<file path="src/rtl/soda_pkg.sv">
// Shared types and constants for the soda vending controller:
// state encoding, coin codes and the coin-to-cents mapping.
package soda_pkg;

    typedef enum logic [1:0] {
        IDLE    = 2'd0,
        COLLECT = 2'd1,
        VEND    = 2'd2,
        CHANGE  = 2'd3
    } state_t;

    localparam logic [1:0] COIN_NICKEL  = 2'b00;
    localparam logic [1:0] COIN_DIME    = 2'b01;
    localparam logic [1:0] COIN_QUARTER = 2'b10;
    localparam logic [1:0] COIN_SLUG    = 2'b11;

    localparam int unsigned NICKEL_CENTS  = 5;
    localparam int unsigned DIME_CENTS    = 10;
    localparam int unsigned QUARTER_CENTS = 25;

    // Wide enough for the largest coin; callers extend to their datapath width.
    localparam int unsigned COIN_VALUE_W = 5;

    function automatic logic [COIN_VALUE_W-1:0] coin_value(input logic [1:0] coin_type);
        case (coin_type)
            COIN_NICKEL:  return COIN_VALUE_W'(NICKEL_CENTS);
            COIN_DIME:    return COIN_VALUE_W'(DIME_CENTS);
            COIN_QUARTER: return COIN_VALUE_W'(QUARTER_CENTS);
            default:      return '0;
        endcase
    endfunction

endpackage

</file>
<file path="src/rtl/vend_timeout_counter.sv">
// Inactivity timer: counts enabled cycles since the last clear and flags
// the cycle in which the count sits at TIMEOUT_CYCLES-1.
module vend_timeout_counter #(
    parameter int unsigned TIMEOUT_CYCLES = 1000
) (
    input  logic clk,
    input  logic rst,
    input  logic clear,
    input  logic en,
    output logic done
);

    localparam int unsigned CNT_W = $clog2(TIMEOUT_CYCLES);
    localparam logic [CNT_W-1:0] LAST = CNT_W'(TIMEOUT_CYCLES - 1);

    logic [CNT_W-1:0] count;

    // Saturates at LAST so done stays asserted if the owner holds off acting.
    always_ff @(posedge clk) begin
        if (!rst) begin
            count <= '0;
        end else if (clear) begin
            count <= '0;
        end else if (en && count != LAST) begin
            count <= count + 1'b1;
        end
    end

    assign done = en && (count == LAST);

endmodule

</file>
<file path="src/rtl/soda_vend_ctrl.sv">
// Coin-credit and vend controller: accumulates coin credit, requests a vend
// at PRICE, and hands change or a full refund to the hopper.
module soda_vend_ctrl
    import soda_pkg::*;
#(
    parameter int unsigned PRICE          = 75,
    parameter int unsigned CREDIT_W       = 8,
    parameter int unsigned TIMEOUT_CYCLES = 1000
) (
    input  logic                clk,
    input  logic                rst,
    input  logic                coin_valid,
    input  logic [1:0]          coin_type,
    input  logic                cancel,
    input  logic                dispense_ready,
    input  logic                change_ack,
    output logic                coin_accept,
    output logic                coin_reject,
    output logic                vend,
    output logic                change_valid,
    output logic [CREDIT_W-1:0] change_amount,
    output logic [CREDIT_W-1:0] credit,
    output logic                busy
);

    localparam logic [CREDIT_W:0]   PRICE_WIDE = (CREDIT_W + 1)'(PRICE);
    localparam logic [CREDIT_W-1:0] PRICE_NARROW = CREDIT_W'(PRICE);

    state_t              state, state_next;
    logic                accept_next, reject_next, vend_next, change_valid_next, busy_next;
    logic [CREDIT_W-1:0] credit_next, change_next;
    logic [CREDIT_W-1:0] coin_cents;
    logic [CREDIT_W:0]   sum;
    logic                coin_legal;
    logic                timer_clear, timer_en, timeout;

    assign coin_cents = CREDIT_W'(coin_value(coin_type));
    assign sum        = {1'b0, credit} + {1'b0, coin_cents};
    assign coin_legal = coin_valid && (coin_type != COIN_SLUG);

    vend_timeout_counter #(
        .TIMEOUT_CYCLES(TIMEOUT_CYCLES)
    ) u_timer (
        .clk  (clk),
        .rst  (rst),
        .clear(timer_clear),
        .en   (timer_en),
        .done (timeout)
    );

    always_ff @(posedge clk) begin
        if (!rst) begin
            state         <= IDLE;
            coin_accept   <= 1'b0;
            coin_reject   <= 1'b0;
            vend          <= 1'b0;
            change_valid  <= 1'b0;
            change_amount <= '0;
            credit        <= '0;
            busy          <= 1'b0;
        end else begin
            state         <= state_next;
            coin_accept   <= accept_next;
            coin_reject   <= reject_next;
            vend          <= vend_next;
            change_valid  <= change_valid_next;
            change_amount <= change_next;
            credit        <= credit_next;
            busy          <= busy_next;
        end
    end

    // The timer is held clear outside COLLECT, which also covers entry into it.
    always_comb begin
        state_next        = state;
        accept_next       = 1'b0;
        reject_next       = 1'b0;
        vend_next         = vend;
        change_valid_next = change_valid;
        change_next       = change_amount;
        credit_next       = credit;
        timer_clear       = 1'b1;
        timer_en          = 1'b0;

        case (state)
            IDLE: begin
                if (coin_legal) begin
                    credit_next = coin_cents;
                    accept_next = 1'b1;
                    if ({1'b0, coin_cents} >= PRICE_WIDE) begin
                        state_next = VEND;
                        vend_next  = 1'b1;
                    end else begin
                        state_next = COLLECT;
                    end
                end else if (coin_valid) begin
                    reject_next = 1'b1;
                end
            end
            COLLECT: begin
                timer_clear = 1'b0;
                timer_en    = 1'b1;
                if (cancel || timeout) begin
                    change_next       = credit;
                    credit_next       = '0;
                    change_valid_next = 1'b1;
                    state_next        = CHANGE;
                    reject_next       = coin_valid;
                end else if (coin_legal && !sum[CREDIT_W]) begin
                    credit_next = sum[CREDIT_W-1:0];
                    accept_next = 1'b1;
                    timer_clear = 1'b1;
                    if (sum >= PRICE_WIDE) begin
                        state_next = VEND;
                        vend_next  = 1'b1;
                    end
                end else if (coin_valid) begin
                    reject_next = 1'b1;
                end
            end
            VEND: begin
                reject_next = coin_valid;
                if (dispense_ready) begin
                    vend_next   = 1'b0;
                    change_next = credit - PRICE_NARROW;
                    credit_next = '0;
                    if (credit > PRICE_NARROW) begin
                        change_valid_next = 1'b1;
                        state_next        = CHANGE;
                    end else begin
                        state_next = IDLE;
                    end
                end
            end
            CHANGE: begin
                reject_next = coin_valid;
                if (change_ack) begin
                    change_valid_next = 1'b0;
                    change_next       = '0;
                    state_next        = IDLE;
                end
            end
            default: begin
                state_next = IDLE;
            end
        endcase

        busy_next = (state_next == VEND) || (state_next == CHANGE);
    end

endmodule
</file>
<file path="config.mk">
export PLATFORM = sky130hd
export DESIGN_NAME = soda_vend_ctrl
export DESIGN_NICKNAME = d
export VERILOG_FILES = /design/src/rtl/soda_pkg.sv /design/src/rtl/vend_timeout_counter.sv /design/src/rtl/soda_vend_ctrl.sv
export SDC_FILE = /design/constraint.sdc
export NUM_CORES = 1
export LEC_CHECK = 0
export CAP_MARGIN = 10
export CORE_MARGIN = 8
export CORE_UTILIZATION = 45
export DETAILED_ROUTE_END_ITERATION = 10
export PLACE_DENSITY_LB_ADDON = 0.25
export SYNTH_ARGS = -nofsm -noshare
export SYNTH_HDL_FRONTEND = slang
export SYNTH_SLANG_ARGS = --single-unit
</file>
<file path="constraint.sdc">
create_clock -name clk -period 3.8 [get_ports clk]
set_clock_uncertainty 0.1 [all_clocks]
set_input_delay 0.76 -clock clk [delete_from_list [all_inputs] [get_ports clk]]
set_output_delay 0.76 -clock clk [all_outputs]
set_load 0.03 [all_outputs]
</file>
==> metrics.txt, run 1 <==
max cap viols=0; Mapped Area=2190 µm²; critical path depth=13; register bit total from synthesis=33; Syn Inst Count=262; crit-path cells=clkdlybuf4s50_1 > inv_1 > ha_2 > nor2_2 > nor2_1 > ha_1 > fa_2 > a211oi_2 > o21bai_1 > a41o_1 > a211o_1 > or3_1 > a21oi_1; final instance area=2780 µm²; worst reg2reg path depth=8; fin crit share=0.953; sequential power share=0.275; fraction of layout instances using a drive strength above 1=0.132; GRT busiest layer=met2; total number of vias=2038; Mapped Avg Cell Area=~8.4 µm²; Die Ht=about 86 µm; Final Hold Vio Count=0; most frequent cells after synthesis=33 x dfxtp_1, 29 x nor2_1, 19 x a21oi_1, 19 x nand2_1, 17 x ha_1; Initial Utilization=0.466; syn_nets=288; total routed wirelength=5190 µm; Worst VDD drop=0.216 mV; port buffer count=28; die area=7350 µm²; worst min path class=reg2reg; CTS Buf Count=5; clock sinks=33; ant diodes=0; Cell Pwr Density=between 600 and 700 nW/µm²; WHS Endpoint=change_amount[3]; Int Pwr=between 0.9 and 1 mW; GPL Wtd Cong=about 0.85; status=finished clean; Place WS=-252 ps; Worst setup SP type=primary input; register area share after synthesis=0.302; post-route setup slack=177 ps; clock share of power=0.148; root buffer cell=clkbuf_8; Post-DRT Antenna Nets=0; DR pass1 iterations=4; Util after Layout=0.592; CP arrival=approximately 3700 ps; Area contributors post-synth=dfxtp_1 30%, ha_1 9.7%, nor2_1 5.0%, a21oi_1 4.3%, nand2_1 3.3%; number of synthesized flops with an enable pin=0; met3 usage=0.0420; worst skew pair latency=about 290 ps; cts hold-fix bufs=0; Placed Area=2650 µm²; unrepaired setup endpoints after global routing=no; delay-heaviest family, CP=compound AO/OA/AOI/OAI gates; CTS tree=done; largest net degree at the start of global routing=23; critical path class=in2reg; Slew Viols, Final=0; reg-to-reg slack, setup=1170 ps; reg-to-reg startpoint=credit[0]; final setup fails=0; die width=around 86 µm; fin nets=335; Synth top area share=0.302; # rows=25; count leader, synth=dfxtp_1; Synth-to-Final Area Change=26.9%; vias in the first global route=1976; Worst Hold Depth=2; Ys Warns=0; Detailed Place HPWL=4050 µm; met2 Usage GRT=0.252; FFs w/ async S/R, synth=0; Worst Tran Pin Value=795 ps; combinational power share=0.577; switching share of power=0.437; DR DRC count=0; vias per cell=5.60; final period demand of the worst path=between 3000 and 4000 ps; WP data required=between 3000 and 4000 ps; worst hold start=change_amount[3]; first-pass GRT wire length=9220 µm; Clock Tree Buf Depth=2; leakage=1.10 nW; gr usage total=0.153; Bufs and invs on worst path=2; CP endpoint kind=flip-flop; initial antenna violation count=0; Synth cell types=54; maximum clock rate=0.276 GHz; Worst-path clk slew=70 ps; Iteration-0 DRC Markers=between 100 and 150; Net Sw Power=0.760 mW; CP max stage cell=clkdlybuf4s50_1; reg-to-reg critical path endpoint=credit[7]; crit path max fanout=5; area of the core=4690 µm²; Yosys top cell by area=dfxtp_1; Max stage delay on crit path=around 500 ps; GR Util met1=0.183; Avg WL per Cell=roughly 14 µm; Slew HR=0.466; setup_tns=0 ps; H-tree levels=2; Ports=29; GRT overflow=0; Main synth FF type=dfxtp_1
## layout make-up
type	count	area, µm²
Clock buffer	6	72.6
Clock inverter	2	10.0
Fill cell	426	1910
Inverter	11	41.3
Multi-Input combinational cell	208	1460
Sequential cell	33	661
Tap cell	54	67.6
Timing Repair Buffer	50	462
## logic make-up after synthesis
group	after synthesis	share of synthesized area
AND/OR/NAND/NOR	93	0.220
buffers and inverters	21	0.0383
AO/OA/AOI/OAI	76	0.244
multiplexers	8	0.0372
adder cells (fa/ha/maj)	18	0.106
XOR/XNOR	13	0.0520
flip-flops	33	0.302
## flip-flops by register name, summed over array words and instances (netlist names)
name,count
vend,1
u_timer.count,10
coin_accept,1
change_valid,1
busy,1
credit,8
state,2
change_amount,8
coin_reject,1
## routing by layer
layer	wire length, µm	vias up
met5	0	-
met4	51	0
li1	-	1054
met1	2310	934
met2	2500	46
met3	326	4
## worst max-delay path by stage
stage	start	end	slack, ps
finish	coin_type[1]	credit[7]	180
global route	coin_type[0]	credit[7]	30
CTS	coin_type[1]	credit[0]	30
detailed placement	coin_type[1]	credit[0]	-250
global placement	coin_type[0]	credit[0]	-100
floorplan	coin_type[0]	credit[0]	400
## power by group through the flow
stage	clock network [mW]	registers, mW	logic [mW]
floorplan	0	0.574	0.602
global placement	0	0.485	0.950
detailed placement	0	0.486	0.967
CTS	0.263	0.478	0.972
global route	0.276	0.488	1.12
finish	0.257	0.479	1.00
## timing repair
item                                    4_1_cts  5_1_grt
setup buffers                                 0        3
endpoints found under the setup margin        0       10
resized for setup                             0        6
## stage by stage
step           hold WS (ps)  power [mW]  std cells
6_report                397        1.74        364
5_1_grt                 416        1.88        364
4_1_cts                 401        1.71        361
3_5_place_dp            392        1.45        353
3_3_place_gp            376        1.43        353
2_1_floorplan           377        1.18        262
## worst min-delay path: cells and delay by family (launching register included)
family	cells	cell delay, ps
compound gates	1	50
flops	1	310
simple gates	1	90
## cell usage in the layout, fill, tap and decap left out, types with 4 or more instances in the layout
| cell type | n |
|---|---|
| nand2b_1 | 4 |
| nand2_1 | 19 |
| clkbuf_8 | 5 |
| xor2_1 | 7 |
| o21ai_0 | 11 |
| nor2b_1 | 7 |
| nand3_1 | 6 |
| dfxtp_1 | 33 |
| ha_1 | 16 |
| nand4_1 | 4 |
| nor2_1 | 28 |
| nor3b_1 | 5 |
| a21o_1 | 7 |
| clkdlybuf4s50_1 | 28 |
| o211ai_1 | 4 |
| a211oi_1 | 9 |
| inv_1 | 10 |
| a21oi_1 | 19 |
| nor3_1 | 7 |
| buf_4 | 20 |
| mux2i_1 | 7 |
| xnor2_1 | 6 |
(Power assumes the default switching activity.)
==> run 2: changes to the inputs <==
- ABC_AREA: unset -> 0
- clock period: 3.8 -> 3.1 ns (I/O delays scaled with it)
==> run 2 against run 1 <==
Net effect: total power increased by 32%; count of clock-buffer cells in the layout increased by 1; flip-flop and latch count unchanged; core utilization increased by 3.8 points; critical endpoint unchanged; largest cell class unchanged; highest routed layer unchanged.
==> metrics.txt, run 2 (synthesis results as in run 1) <==
status=finished clean; Post-DRT Antenna Nets=0; Net Sw Power=0.952 mW; root buffer cell=clkbuf_8; Critical Path End=credit[7]; die area=between 7000 and 8000 µm²; GPL Wtd Cong=0.873; final period demand of the worst path=roughly 3000 ps; H-tree levels=2; fin crit share=0.958; unrepaired setup endpoints after global routing=no; clock share of power=0.184; max reg flops=10; CP max stage cell=or3_4; DR DRC count=0; port buffer count=28; ant diodes=0; crit path from=coin_type[0]; critical path depth=13; Clock Tree Buf Depth=2; Worst VDD drop=0.310 mV; CP endpoint kind=flip-flop; worst skew pair latency=approximately 280 ps; Ports=29; Worst setup SP type=primary input; Detailed Place HPWL=4110 µm; Die Ht=85.7 µm; final setup fails=0; die width=85.7 µm; Final Hold Vio Count=0; # rows=25; Slew HR=0.483; vias in the first global route=2010; Cell Pwr Density=775 nW/µm²; vias per cell=about 5.6; Synth-to-Final Area Change=35.1%; Top reg by flops=u_timer.count; Int Pwr=1.34 mW; Initial Utilization=0.466; clock sinks=33; WP data required=3210 ps; fraction of layout instances using a drive strength above 1=0.193; worst reg2reg path depth=8; combinational power share=0.560; post-route setup slack=129 ps; fin nets=346; GRT overflow=0; Slew Viols, Final=0; Place WS=-687 ps; switching share of power=0.416; initial antenna violation count=0; CP arrival=3080 ps; total routed wirelength=5400 µm; Worst Tran Pin Value=770 ps; Bufs and invs on worst path=2; max cap viols=0; crit-path cells=buf_6 > inv_6 > ha_4 > nor2_4 > nor2_2 > ha_2 > fa_2 > a211oi_2 > o21bai_1 > a41o_1 > a211o_1 > or3_4 > a21oi_4; gr usage total=0.156; worst min path class=reg2reg; CTS tree=done; reg-to-reg slack, setup=470 ps; largest net degree at the start of global routing=23; area of the core=about 4700 µm²; Max stage delay on crit path=approximately 400 ps; most common cell after layout, fill and taps aside=dfxtp_1; critical path class=in2reg; first-pass GRT wire length=9470 µm; reg-to-reg critical path endpoint=credit[7]; most frequent cells in the layout=33 x dfxtp_1, 31 x buf_4, 27 x nor2_1; CTS Buf Count=5; top flop regs=u_timer.count x10, change_amount x8, credit x8; Pwr Total=2.29 mW; total number of vias=2100; leakage=1.18 nW; sequential power share=0.256; Worst-path clk slew=70 ps; Avg WL per Cell=14.4 µm; delay-heaviest family, CP=compound AO/OA/AOI/OAI gates; DR pass1 iterations=4; reg-to-reg startpoint=credit[0]; crit path max fanout=5; Iteration-0 DRC Markers=136; maximum clock rate=0.337 GHz
run 2: cell types whose count changed in the layout (fill, tap and decap cells not counted), moves of 2 or more:
cell             before  now
clkinv_2              2    0
ha_1                 16   14
buf_6                 1    3
inv_1                10    8
buf_4                20   31
ha_4                  0    2
clkdlybuf4s50_1      28   26
run 2: area by class of cell:
type / count / area, µm²
inverter: 11 / 46.3
multi-input combinational: 208 / 1520
fill: 404 / 1740
clock inverter: 1 / 30.0
timing repair buffer: 61 / 547
tap: 54 / 67.6
sequential: 33 / 661
clock buffer: 7 / 86.3
run 2: tightest hold or removal path, cell delays in order (launching register included):
cell	delay, ps
dfxtp_1	320
mux2i_1	60
nor2_1	70
run 2: through the flow:
| stage | instances | hold WS, ps | util | cell area [µm²] | setup TNS [ps] |
|---|---|---|---|---|---|
| 4_1_cts | 372 | 401 | 0.614 | 2880 | 0 |
| 3_5_place_dp | 363 | 388 | 0.583 | 2730 | -12290 |
| 2_1_floorplan | 262 | 377 | - | 2200 | 0 |
| 5_1_grt | 375 | 439 | 0.630 | 2960 | 0 |
| 6_report | 375 | 396 | 0.630 | 2960 | 0 |
| 3_3_place_gp | 363 | 374 | 0.583 | 2730 | -10740 |
run 2: power groups by stage:
stage	logic [mW]	clock network, mW	registers [mW]
after global routing	1.42	0.442	0.603
after floorplan	0.749	0	0.704
after global placement	1.20	0	0.594
after CTS	1.27	0.429	0.588
after detailed placement	1.22	0	0.597
final	1.28	0.421	0.588
run 2: routing by layer:
layer  share of wire  wire length [µm]  GRT usage  up-vias
met3           0.048               257     0.0363        4
met2            0.50              2700      0.268       38
li1                -                 -          -     1076
met4          0.0081                44     0.0430        0
met5               0                 0          0        -
met1            0.45              2400      0.189      982
run 2: timing repair:
| action | 4_1_cts | 5_1_grt |
|---|---|---|
| endpoints found under the setup margin | 24 | 24 |
| cloned | 0 | 0 |
| pin swaps | 3 | 8 |
| setup buffers | 1 | 3 |
| hold buffers | 0 | 0 |
| gates resized for setup | 9 | 17 |
run 2: worst min-delay path by stage:
stage,from,end,slack (ps),depth (start not counted)
2_1_floorplan,u_timer.count[9],u_timer.count[9],380,2
6_report,change_amount[4],change_amount[4],400,2
3_3_place_gp,change_amount[4],change_amount[4],370,2
4_1_cts,change_amount[1],change_amount[1],400,2
5_1_grt,change_valid,change_valid,440,2
3_5_place_dp,change_amount[4],change_amount[4],390,2
